==> src/rtl/mdu_seq.sv <==
// mdu_seq : sequential multiply/divide unit for the EX stage.
//
// Runs a radix-2 restoring divide (div/divu) over 32 cycles. It holds the
// pipeline with stallreq from the accept cycle until the last iteration,
// then pulses res_valid for one cycle with the result on hi_out/lo_out.
// Signed operations run on magnitudes and fix up the signs at the end.
//
// Optional feature: macro MDU_ITER_MUL_EN.
//   Defined   : mult/multu run through the same FSM as a 32-cycle
//               shift-add and have the same timing as a divide.
//   Undefined : mult/multu are answered combinationally in the accept
//               cycle, with no stall. The product is also registered so
//               that hi_out/lo_out keep holding it afterwards.
//
// Ports:
//   clk         rising-edge clock
//   rst         synchronous, active-high reset
//   op_valid    EX stage holds a mul/div instruction
//   op_type     00 div, 01 divu, 10 mult, 11 multu
//   src_a       dividend / multiplicand
//   src_b       divisor / multiplier
//   stallreq    stall request to the pipeline control
//   res_valid   hi_out/lo_out carry a fresh result this cycle
//   hi_out      remainder (div) / product[63:32] (mult)
//   lo_out      quotient (div) / product[31:0] (mult)
//   div_by_zero last completed divide had a zero divisor
//   busy        FSM is not in IDLE
module mdu_seq (
  input  logic        clk,
  input  logic        rst,
  input  logic        op_valid,
  input  logic [1:0]  op_type,
  input  logic [31:0] src_a,
  input  logic [31:0] src_b,
  output logic        stallreq,
  output logic        res_valid,
  output logic [31:0] hi_out,
  output logic [31:0] lo_out,
  output logic        div_by_zero,
  output logic        busy
);

  localparam logic [1:0] IDLE = 2'd0;
  localparam logic [1:0] BUSY = 2'd1;
  localparam logic [1:0] DONE = 2'd2;

  logic [1:0]  state;
  logic [5:0]  cnt;
  logic        op_mul_q;
  logic        neg_lo_q;
  logic        neg_hi_q;
  logic        dz_flag_q;
  logic        dz_q;
  logic [31:0] opnd_q;
  logic [31:0] work_hi;
  logic [31:0] work_lo;
  logic [31:0] hi_q;
  logic [31:0] lo_q;

  logic        accept;
  logic        iter_op;
  logic        start;
  logic        comb_mul;
  logic        done_act;
  logic        signed_op;
  logic [31:0] mag_a;
  logic [31:0] mag_b;
  logic [63:0] prod_comb;

  logic [32:0] rem_sh;
  logic [32:0] diff;
  logic        ge;
  logic [31:0] div_hi_nx;
  logic [31:0] div_lo_nx;
  logic [32:0] sum;
  logic [31:0] mul_hi_nx;
  logic [31:0] mul_lo_nx;

  logic [63:0] prod_iter;
  logic [63:0] prod_signed;
  logic [31:0] fin_hi;
  logic [31:0] fin_lo;

  assign accept    = (state == IDLE) && op_valid && !rst;
  assign signed_op = ~op_type[0];
  assign mag_a     = (signed_op && src_a[31]) ? -src_a : src_a;
  assign mag_b     = (signed_op && src_b[31]) ? -src_b : src_b;

`ifdef MDU_ITER_MUL_EN
  assign iter_op   = 1'b1;
  assign comb_mul  = 1'b0;
  assign prod_comb = '0;
`else
  logic [63:0] ext_a;
  logic [63:0] ext_b;
  assign iter_op   = ~op_type[1];
  assign comb_mul  = accept & op_type[1];
  assign ext_a     = op_type[0] ? {32'b0, src_a} : {{32{src_a[31]}}, src_a};
  assign ext_b     = op_type[0] ? {32'b0, src_b} : {{32{src_b[31]}}, src_b};
  assign prod_comb = ext_a * ext_b;
`endif

  assign start = accept & iter_op;

  // Restoring divide step. The remainder is always below the divisor, so
  // bit 32 of the trial subtraction is set exactly when the shifted
  // remainder is smaller than the divisor.
  assign rem_sh    = {work_hi, work_lo[31]};
  assign diff      = rem_sh - {1'b0, opnd_q};
  assign ge        = ~diff[32];
  assign div_hi_nx = ge ? diff[31:0] : rem_sh[31:0];
  assign div_lo_nx = {work_lo[30:0], ge};

  // Shift-add multiply step. The multiplier is shifted out of work_lo
  // while product bits are shifted in from the top.
  assign sum       = {1'b0, work_hi} + (work_lo[0] ? {1'b0, opnd_q} : 33'd0);
  assign mul_hi_nx = sum[32:1];
  assign mul_lo_nx = {sum[0], work_lo[31:1]};

  // Sign fix-up of the finished magnitude result. A zero-divisor divide
  // passes its preloaded values through untouched.
  assign prod_iter   = {work_hi, work_lo};
  assign prod_signed = neg_lo_q ? -prod_iter : prod_iter;

  always_comb begin
    fin_hi = prod_signed[63:32];
    fin_lo = prod_signed[31:0];
    if (!op_mul_q) begin
      if (dz_flag_q) begin
        fin_hi = work_hi;
        fin_lo = work_lo;
      end else begin
        fin_lo = neg_lo_q ? -work_lo : work_lo;
        fin_hi = neg_hi_q ? -work_hi : work_hi;
      end
    end
  end

  assign done_act    = (state == DONE) && !rst;
  assign res_valid   = done_act | comb_mul;
  assign stallreq    = start | ((state == BUSY) && !rst);
  assign busy        = (state != IDLE);
  assign hi_out      = done_act ? fin_hi : (comb_mul ? prod_comb[63:32] : hi_q);
  assign lo_out      = done_act ? fin_lo : (comb_mul ? prod_comb[31:0]  : lo_q);
  assign div_by_zero = (done_act && !op_mul_q) ? dz_flag_q : dz_q;

  always_ff @(posedge clk) begin
    if (rst) begin
      state     <= IDLE;
      cnt       <= '0;
      op_mul_q  <= 1'b0;
      neg_lo_q  <= 1'b0;
      neg_hi_q  <= 1'b0;
      dz_flag_q <= 1'b0;
      dz_q      <= 1'b0;
      opnd_q    <= '0;
      work_hi   <= '0;
      work_lo   <= '0;
      hi_q      <= '0;
      lo_q      <= '0;
    end else begin
      case (state)
        IDLE: begin
          cnt <= '0;
          if (start) begin
            op_mul_q  <= op_type[1];
            neg_lo_q  <= signed_op & (src_a[31] ^ src_b[31]);
            neg_hi_q  <= signed_op & src_a[31];
            work_hi   <= '0;
            dz_flag_q <= 1'b0;
            if (op_type[1]) begin
              opnd_q  <= mag_a;
              work_lo <= mag_b;
              state   <= BUSY;
            end else if (src_b == 32'd0) begin
              // A zero divisor skips the iterations and finishes next cycle.
              opnd_q    <= src_b;
              work_hi   <= src_a;
              work_lo   <= '1;
              dz_flag_q <= 1'b1;
              state     <= DONE;
            end else begin
              opnd_q  <= mag_b;
              work_lo <= mag_a;
              state   <= BUSY;
            end
          end else if (comb_mul) begin
            hi_q <= prod_comb[63:32];
            lo_q <= prod_comb[31:0];
          end
        end
        BUSY: begin
          cnt     <= cnt + 6'd1;
          work_hi <= op_mul_q ? mul_hi_nx : div_hi_nx;
          work_lo <= op_mul_q ? mul_lo_nx : div_lo_nx;
          if (cnt == 6'd31) state <= DONE;
        end
        DONE: begin
          hi_q <= fin_hi;
          lo_q <= fin_lo;
          if (!op_mul_q) dz_q <= dz_flag_q;
          state <= IDLE;
        end
        default: state <= IDLE;
      endcase
    end
  end

endmodule

==> config.mk <==
export PLATFORM = sky130hd
export DESIGN_NAME = mdu_seq
export DESIGN_NICKNAME = d
export VERILOG_FILES = /design/src/rtl/mdu_seq.sv
export SDC_FILE = /design/constraint.sdc
export NUM_CORES = 2
export LEC_CHECK = 0
export BUFFER_PORTS_ARGS = -buffer_cell sky130_fd_sc_hd__buf_4
export CAP_MARGIN = 20
export CORE_ASPECT_RATIO = 0.9
export CORE_MARGIN = 8
export CORE_UTILIZATION = 45
export CTS_CLUSTER_SIZE = 30
export DETAILED_ROUTE_END_ITERATION = 10
export GPL_TIMING_DRIVEN = 0
export MAX_ROUTING_LAYER = met4
export PLACE_DENSITY = 0.73
export SLEW_MARGIN = 10
export SYNTH_ARGS = -nofsm -noshare
export SYNTH_HDL_FRONTEND = slang
export SYNTH_SLANG_ARGS = --single-unit
==> constraint.sdc <==
create_clock -name clk -period 14.1 [get_ports clk]
set_input_delay 2.82 -clock clk [delete_from_list [all_inputs] [get_ports clk]]
set_output_delay 2.82 -clock clk [all_outputs]
set_load 0.005 [all_outputs]
==> qor.yml <==
status: "finished, violations left"
violations: "negative setup slack"
routabilityCongestion: 1.07
worst_pin_slew_ps: 1250
regArea_um2: 3460
synth_seq_area_share_pct: 5.45
end_kind: "output pin"
yosysWarningCount: 0
reg2reg_depth: 36
vias: 56000
firstDrtPassIters: 6
synth-main-ff-cell: "dfxtp_1"
io_pins: 137
crit_fanout: 8
cts_tree: "done"
crit_buf_inv: 8
rows: 130
multi_input_area_um2: 54600
setup_ws_ps: -729
synthArstFlopShare_pct: 0
hold_start: "opnd_q[22]"
cp_top_family: "adder cells"
initial_core_util_pct: 45.4
avgViaCountPerCell: 5.85
clk_pin_slew_ps: 70
track_usage_pct: 38.2
avgSynthCellArea_um2: 8.71
drive_above_1_share_pct: 14.8
drv_cap: 0
mostFrequentLayoutCells: "inv_1, fa_1, nand2_1"
holdPathEnd: "opnd_q[22]"
cts_buffer_depth: 2
placed_area_um2: 67000
grt_start_max_net_pins: 22
antenna_found_initial: 26
die_area_um2: 153000
hold_viol: 0
fp.dieW_um: 412
ys_ff_latch: 173
hold_class: "reg -> reg"
grt_pass1_vias: 57400
crit_top_cell: "fa_1"
r2r_end: "hi_q[5]"
final.fill_count: 12900
grt_pass1_wl_um: 408000
numClockSinks: 173
clock_latency_ps: 510
hpwl_um: 238000
startpoint: "src_a[31]"
synthToLayoutAreaGrowth_pct: 16.7
min_path_cells: 2
synth_cell_types: 92
period_needed_ps: 14830
ff2ff_setup_slack_ps: 6870
wl_per_cell_um: 30.2
overflow: 0
setup_viol_count_final: 28
crit_arrival_ps: 12010
max_stage_delay_ps: 640
max_freq_mhz: 67.4
fin_nets: 9547
rsz0062_at_grt: "yes"
worstSetupPathType: "in -> out"
fin_worst_skew_ps: 13.9
die_height_um: 372
timing.rr.start: "state[1]"
initialDrtViolationCount: 6226
synth-edff-count: 0
synth_fp_nets: 9156
max_slew_margin_pct: 16.8
worstPathRequired_ps: 11280
period_share_pct: 105
wl_um: 289000
syn_inst: 7288
ant_nets: 0
hold_buffers: 0
syn_area_um2: 63500
start_kind: "primary input"
layout_commonest_cell: "inv_1"
fp.coreArea_um2: 140000
finalInstanceArea_um2: 74100
port_buffers: 92
h-tree-depth: 4
slowest_stage: "fa_2"
finalMaxSlewViolations: 0
cts_root_buf: "clkbuf_16"
drc_errors: 0
cts_made_buffers: 17
sequential cells by signal (all words and copies together), names as in the netlist:
signal	flops
hi_q	32
lo_q	32
opnd_q	32
work_hi	32
work_lo	32
cnt	6
state	2
dz_flag_q	1
dz_q	1
neg_hi_q	1
neg_lo_q	1
op_mul_q	1
Yosys cell counts (all sizes together), types with 36 or more instances:
cell    number  area (um2)
xnor2      170        1490
nor3        46         246
xor2       112         981
clkbuf     368        1380
o31ai       41         308
a21oi      325        1630
fa        1421       28400
and2       595        3720
mux2i       52         521
buf         63         305
inv       1597        5990
a31oi       36         225
o21ai      171         856
dfxtp      173        3460
a211oi     109         818
nand2      727        2730
nor2       341        1280
a21o        68         510
ha         378        4730
tightest hold or removal path, cell delays in order (launching register included):
cell	delay [ps]
dfxtp_1	320
nand2_1	50
a21oi_1	50
worst max path at each step:
stage / end / slack [ps] / cells after the start
floorplan: hi_out[31] / 1 / 30
global placement: hi_out[25] / -3850 / 30
detailed placement: hi_out[25] / -3710 / 33
CTS: hi_out[31] / -600 / 32
global route: hi_out[31] / -850 / 31
finish: hi_out[31] / -730 / 31
metrics by stage:
step | hold WS [ps] | TNS (ps) | cells | utilization, % | worst slack (ps)
after CTS | 462 | -7530 | 9507 | 52.2 | -604
final | 466 | -11000 | 9565 | 53.0 | -729
after global placement | 441 | -124630 | 9228 | 47.6 | -3850
after floorplan | 432 | 0 | 7288 | - | 0.988
after detailed placement | 454 | -93880 | 9259 | 47.9 | -3710
after global routing | 480 | -15000 | 9555 | 53.0 | -854
kinds of logic (layout without fill, tap and decap cells):
family / Yosys count / count (layout) / share of synthesized area, %
muxes: 76 / 76 / 1.25
AOI/OAI and AO/OA: 976 / 976 / 9.82
adders and majority gates: 1801 / 1801 / 52.3
buffers and inverters: 2028 / 2432 / 12.1
DFF: 173 / 173 / 5.45
xor gates and xnor gates: 282 / 282 / 3.89
other: 0 / 25 / 0
and+or+nand+nor: 1952 / 1952 / 15.2
layer usage:
metal / track usage, % / vias up / routed length, um
li1: - / 23000 / -
met2: 54.2 / 3538 / 120000
met4: 21.2 / 0 / 20700
met5: - / - / 0
met1: 48.5 / 28500 / 112000
met3: 11.8 / 850 / 36400
area by class of cell:
type / count / area share [%]
Clock buffer: 17 / 0.574
Buffer: 398 / 4.47
Timing Repair Buffer: 405 / 4.99
Sequential cell: 173 / 4.67
Antenna cell: 25 / 0.0844
Multi-Input combinational cell: 5087 / 73.7
Tap cell: 1848 / 3.12
Clock inverter: 15 / 0.255
Inverter: 1597 / 8.12
what timing repair did:
action | 4_1_cts | 5_1_grt
setup buffers | 246 | 49
pin swaps | 219 | 142
gates resized for setup | 1008 | 237
cloned | 1 | 1
setup endpoints to repair | 50 | 48
Power is not shown: default switching activity piles up to over one toggle a cycle in this logic, so the estimate is an artifact.
